==> src/rtl/board_io_pkg.sv <==
// Shared board I/O definitions: button FSM states and default board timing.
// Used by the button conditioning front end and its sibling switch/button stages.
package board_io_pkg;

  typedef enum logic [1:0] {
    IDLE         = 2'd0,
    WAIT_PRESS   = 2'd1,
    PRESSED      = 2'd2,
    WAIT_RELEASE = 2'd3
  } btn_state_t;

  localparam int CLK_HZ      = 100_000_000;
  localparam int DEBOUNCE_MS = 10;

  // 10 ms of stability at the board clock.
  localparam int DEFAULT_DEBOUNCE_CYCLES = (CLK_HZ / 1000) * DEBOUNCE_MS;

endpackage

==> src/rtl/sync_chain.sv <==
// Parameterised flop synchroniser for asynchronous pad inputs (buttons, switches).
// dout is the last stage; nothing downstream should look at din directly.
module sync_chain #(
  parameter int STAGES = 2
) (
  input  logic clk,
  input  logic reset,
  input  logic din,
  output logic dout
);

  logic [STAGES-1:0] stage_reg;

  always_ff @(posedge clk or posedge reset) begin
    if (reset) stage_reg[0] <= 1'b0;
    else       stage_reg[0] <= din;
  end

  genvar gi;
  generate
    for (gi = 1; gi < STAGES; gi++) begin : g_stage
      always_ff @(posedge clk or posedge reset) begin
        if (reset) stage_reg[gi] <= 1'b0;
        else       stage_reg[gi] <= stage_reg[gi-1];
      end
    end
  endgenerate

  assign dout = stage_reg[STAGES-1];

endmodule

==> src/rtl/btn_debounce_pulse.sv <==
// Push-button conditioner: synchronise, debounce with a stability counter, emit level
// plus one-cycle press/release pulses. Define BTN_AUTOREPEAT_EN for held-button repeats.
module btn_debounce_pulse
  import board_io_pkg::*;
#(
  parameter int SYNC_STAGES     = 2,
  parameter int DEBOUNCE_CYCLES = DEFAULT_DEBOUNCE_CYCLES,
  parameter int REPEAT_DELAY    = 50_000_000,
  parameter int REPEAT_RATE     = 10_000_000
) (
  input  logic clk,
  input  logic reset,
  input  logic btn_raw,
  output logic btn_level,
  output logic btn_pressed,
  output logic btn_released
);

  localparam int CNT_W = $clog2(DEBOUNCE_CYCLES);
  localparam logic [CNT_W-1:0] CNT_LAST = CNT_W'(DEBOUNCE_CYCLES - 1);

  generate
    if (DEBOUNCE_CYCLES < 2 || SYNC_STAGES < 2 || REPEAT_DELAY < 1 || REPEAT_RATE < 1) begin : g_param_check
      $error("btn_debounce_pulse: illegal parameter value");
    end
  endgenerate

  logic sync_in;

  sync_chain #(.STAGES(SYNC_STAGES)) u_sync (
    .clk   (clk),
    .reset (reset),
    .din   (btn_raw),
    .dout  (sync_in)
  );

  btn_state_t       state_reg, state_next;
  logic [CNT_W-1:0] cnt_reg, cnt_next;
  logic             level_reg, level_next;
  logic             pressed_reg, pressed_next;
  logic             released_reg, released_next;
  logic             repeat_fire;

`ifdef BTN_AUTOREPEAT_EN
  localparam int RPT_W = $clog2(REPEAT_DELAY + REPEAT_RATE + 1);
  localparam logic [RPT_W-1:0] RPT_FIRST = RPT_W'(REPEAT_DELAY - 1);
  localparam logic [RPT_W-1:0] RPT_AGAIN = RPT_W'(REPEAT_DELAY + REPEAT_RATE - 1);
  localparam logic [RPT_W-1:0] RPT_BASE  = RPT_W'(REPEAT_DELAY);

  logic [RPT_W-1:0] rpt_reg, rpt_next;

  // Counter only runs while PRESSED is held; a due repeat is dropped if sync_in has fallen.
  always_comb begin
    rpt_next    = '0;
    repeat_fire = 1'b0;
    if (state_reg == PRESSED && sync_in) begin
      if (rpt_reg == RPT_FIRST || rpt_reg == RPT_AGAIN) begin
        repeat_fire = 1'b1;
        rpt_next    = RPT_BASE;
      end else begin
        rpt_next = rpt_reg + 1'b1;
      end
    end
  end

  always_ff @(posedge clk or posedge reset) begin
    if (reset) rpt_reg <= '0;
    else       rpt_reg <= rpt_next;
  end
`else
  assign repeat_fire = 1'b0;
`endif

  always_comb begin
    state_next = state_reg;
    cnt_next   = cnt_reg;
    case (state_reg)
      IDLE: begin
        if (sync_in) begin
          state_next = WAIT_PRESS;
          cnt_next   = '0;
        end
      end
      WAIT_PRESS: begin
        if (!sync_in)                state_next = IDLE;
        else if (cnt_reg == CNT_LAST) state_next = PRESSED;
        else                         cnt_next   = cnt_reg + 1'b1;
      end
      PRESSED: begin
        if (!sync_in) begin
          state_next = WAIT_RELEASE;
          cnt_next   = '0;
        end
      end
      WAIT_RELEASE: begin
        if (sync_in)                 state_next = PRESSED;
        else if (cnt_reg == CNT_LAST) state_next = IDLE;
        else                         cnt_next   = cnt_reg + 1'b1;
      end
      default: state_next = IDLE;
    endcase

    level_next    = (state_next == PRESSED) || (state_next == WAIT_RELEASE);
    pressed_next  = ((state_reg == WAIT_PRESS) && (state_next == PRESSED)) || repeat_fire;
    released_next = (state_reg == WAIT_RELEASE) && (state_next == IDLE);
  end

  always_ff @(posedge clk or posedge reset) begin
    if (reset) begin
      state_reg    <= IDLE;
      cnt_reg      <= '0;
      level_reg    <= 1'b0;
      pressed_reg  <= 1'b0;
      released_reg <= 1'b0;
    end else begin
      state_reg    <= state_next;
      cnt_reg      <= cnt_next;
      level_reg    <= level_next;
      pressed_reg  <= pressed_next;
      released_reg <= released_next;
    end
  end

  assign btn_level    = level_reg;
  assign btn_pressed  = pressed_reg;
  assign btn_released = released_reg;

endmodule
==> config.mk <==
export PLATFORM = sky130hd
export DESIGN_NAME = btn_debounce_pulse
export DESIGN_NICKNAME = d
export VERILOG_FILES = /design/src/rtl/board_io_pkg.sv /design/src/rtl/sync_chain.sv /design/src/rtl/btn_debounce_pulse.sv
export SDC_FILE = /design/constraint.sdc
export NUM_CORES = 1
export LEC_CHECK = 0
export ABC_AREA = 0
export CAP_MARGIN = 20
export CORE_AREA = 2 2 63 65
export CTS_CLUSTER_DIAMETER = 150
export DETAILED_ROUTE_END_ITERATION = 12
export DIE_AREA = 0 0 65 67
export DONT_BUFFER_PORTS = 1
export GPL_TIMING_DRIVEN = 0
export PLACE_DENSITY_LB_ADDON = 0.25
export SETUP_SLACK_MARGIN = 0.02
export SYNTH_ARGS = -nofsm -noshare
export SYNTH_HDL_FRONTEND = slang
export SYNTH_SLANG_ARGS = --single-unit
==> constraint.sdc <==
create_clock -name clk -period 2.1 [get_ports clk]
set_input_delay 0.42 -clock clk [delete_from_list [all_inputs] [get_ports clk]]
set_output_delay 0.42 -clock clk [all_outputs]
set_load 0.1 [all_outputs]
==> results.toml, run 1 <==
[run_status]
status = "finished, final reports clean"

[floorplanning]
die_area_sq_um = 4360
core_sq_um = 3610
rows = 22
pin_count = 6
start_util_pct = 39.1
die_h_um = 67
die_w_um = 65

[cts]
h-tree-depth = 1
clock-root-buffer = "clkbuf_8"
clock_latency_ns = 0.28
numCtsBuffers = 3
cts_sinks = 26
clk_path_buf_depth = 2
path_clk_slew_ns = 0.09
cts_tree = "built"

[synth]
ys_seq_elements = 26
yosys_warnings = 0
async_flop_share_pct = 100
synth_nets = 155
synth_edf_count = 0
synth_cell_type_count = 39
ys.flop_type = "dfrtp_1"
synthCells = 151
syn_area_sq_um = 1410
synth-seq-area-share_pct = 46.1
syn_avg_cell_area_sq_um = 9.34

[place]
place.gp.congestion = 0.928
placed_area_sq_um = 1470
port_buffers = 0
dp_hpwl_um = 2260

[power]
swShare_pct = 24.1
p_total_w = 0.000901
pwr-share-seq_pct = 57.9
clkPwrFrac_pct = 32.7
peakVddDrop_mv = 0.323
p_comb_share_pct = 9.5
leakagePower_nw = 0.630
powerDensity_nw_per_um2 = 561
internal_power_w = 0.000683
p_sw_w = 0.000217

[job]
max-cap-violations = 0

[setup_path]
critPathArrivalTime_ns = 2.17
cp_max_fo = 10
cp-end-kind = "flip-flop"
cp-start-kind = "flip-flop"
crit_required_ns = 2.28
crit_type = "reg2reg"

[timing]
min_period_ns = 1.99
fin_skew_ns = 0.0119
setup_viol = 0
slew_headroom_pct = 42.0
report.final.slew_viol_count = 0
max_freq_ghz = 0.501
rsz0062_at_grt = "no"
tightestPinTransition_ns = 0.871
period_share_pct = 95.0
timing_hold_violations_final = 0

[finish]
area_growth_pct = 13.8
n_antenna_cell = 0
final_area_sq_um = 1600
regArea_sq_um = 656
drive_above_1_share_pct = 16.5
largest_reg_flops = 20
fillers = 328
final_nets = 163
multi_input_area_sq_um = 717

[routing]
post-route-drc-count = 0
vias_per_cell = 5.97
ant_nets = 0
wl_per_cell_um = 16.5
drtIter0Drc = 151
vias = 1230
drtPass1Iterations = 5
wl_um = 3390

[grt]
track_usage_pct = 17.5
grt_antenna_before_repair = 0
gr-total-overflow = 0
grt_pass1_vias = 1234
grt_max_degree = 27
grt_pass1_wl_um = 5820

[min_path]
worstHoldPathType = "in2reg"
[layer usage]
layer,global-route usage [%],vias to the layer above,part of all wire [%]
met5,0,-,0
met4,7.71,0,1.4
met3,4.05,7,5.2
met2,28.4,32,51
met1,22.3,605,43
li1,-,586,-
[layout by cell type (no fill, tap or decap), drive strengths merged, types with 3 or more instances in the layout]
cell type	synthesis	final
dfrtp	26	26
nand2	15	15
a21oi	7	7
a31oi	5	5
o21ai	20	20
nand4	6	6
buf	7	10
nor2	6	6
nor3	4	4
and3	4	4
and2	4	4
clkbuf	3	6
o31ai	13	13
inv	3	3
nand3	7	7
[repair_timing]
item / in CTS / in global routing
gates resized for setup: 3 / 4
setup buffers: 2 / 1
pin swaps: 2 / 3
endpoints found under the hold margin: 0 / 3
setup endpoints to repair: 21 / 14
hold buffers: 0 / 1
[metrics by stage]
step / std cells / hold slack (ns) / TNS, ns / util (%) / setup WS (ns)
6_report: 206 / 0.174 / 0 / 44.5 / 0.106
5_1_grt: 206 / 0.147 / 0 / 44.5 / 0.0212
4_1_cts: 205 / 0.164 / 0 / 42.8 / 0.0264
3_5_place_dp: 199 / 0.340 / -2.91 / 40.8 / -0.231
3_3_place_gp: 199 / 0.333 / -2.30 / 40.8 / -0.188
2_1_floorplan: 151 / 0.331 / 0 / - / 0.121
[final cells by class]
| type | instances | area share, % |
|---|---|---|
| tap | 48 | 3.74 |
| multi-input combinational | 112 | 44.7 |
| timing repair buffer | 5 | 3.74 |
| clock buffer | 4 | 2.81 |
| sequential | 26 | 40.9 |
| inverter | 3 | 0.702 |
| buffer | 8 | 3.43 |
[power by group through the flow]
stage                     Sequential [W]  Combinational [W]  Clock (W)
after floorplan                 0.000528          0.0000470          0
after global placement          0.000530          0.0000600          0
after detailed placement        0.000532          0.0000622          0
after CTS                       0.000521          0.0000700   0.000307
after global routing            0.000522          0.0000969   0.000333
final                           0.000521          0.0000853   0.000294
[worst paths after layout]
kind	from	end	slack [ns]	cells after the start
worst max-delay path	btn_level	cnt_reg[8]	0.11	6
worst min-delay path	btn_raw	u_sync.stage_reg[0]	0.17	0
worst max register to register	btn_level	cnt_reg[8]	0.11	6
worst min register to register	u_sync.stage_reg[0]	u_sync.dout	0.35	0
max in group asynchronous	reset	state_reg[0]	1.20	3
min in group asynchronous	reset	cnt_reg[10]	0.49	2
[kinds of logic after synthesis]
group,Yosys count,share of synthesized area [%]
and+or+nand+nor,58,22.7
AOI/OAI and AO/OA,51,23.6
DFF,26,46.1
buffers and inverters,13,5.23
xor gates and xnor gates,1,0.621
muxes,1,0.799
adders and majority gates,1,0.887
[cells in the mapped netlist (4+ instances only)]
cell     instances  area, sq um
and2_1           4         25.0
nor3_1           4         20.0
o31ai_1         13         97.6
o21ai_0         17         85.1
a31oi_1          5         31.3
and3_1           4         25.0
nand2_1         15         56.3
buf_2            4         20.0
dfrtp_1         26          651
a21oi_1          7         35.0
nor2_1           6         22.5
nand4_1          6         37.5
nand3_1          7         35.0
[worst max-delay path, stage by stage (launching register included)]
cell      delay (ns)
dfrtp_4         0.66
xnor2_4         0.25
o21bai_4        0.22
or2_1           0.22
buf_6           0.14
buf_8           0.14
o31ai_1         0.26
Note: power is estimated with default switching activity, not from simulation.
==> inputs of run 2 (changes only) <==
--- a/config.mk
+++ b/config.mk
@@ -8,10 +8,10 @@
 export ABC_AREA = 0
 export CAP_MARGIN = 20
 export CORE_AREA = 2 2 63 65
-export CTS_CLUSTER_DIAMETER = 150
 export DETAILED_ROUTE_END_ITERATION = 12
 export DIE_AREA = 0 0 65 67
 export DONT_BUFFER_PORTS = 1
+export GPL_ROUTABILITY_DRIVEN = 0
 export GPL_TIMING_DRIVEN = 0
 export PLACE_DENSITY_LB_ADDON = 0.25
 export SETUP_SLACK_MARGIN = 0.02
==> results of run 2 <==
Final layout, timing and power as in run 1 (identical DEF).
==> inputs of run 3 (changes only) <==
--- a/config.mk
+++ b/config.mk
@@ -8,6 +8,7 @@
 export ABC_AREA = 0
 export CAP_MARGIN = 20
 export CORE_AREA = 2 2 63 65
+export CTS_CLUSTER_DIAMETER = 60
 export DETAILED_ROUTE_END_ITERATION = 12
 export DIE_AREA = 0 0 65 67
 export DONT_BUFFER_PORTS = 1
==> results of run 3 <==
Final layout, timing and power as in run 1 (identical DEF).
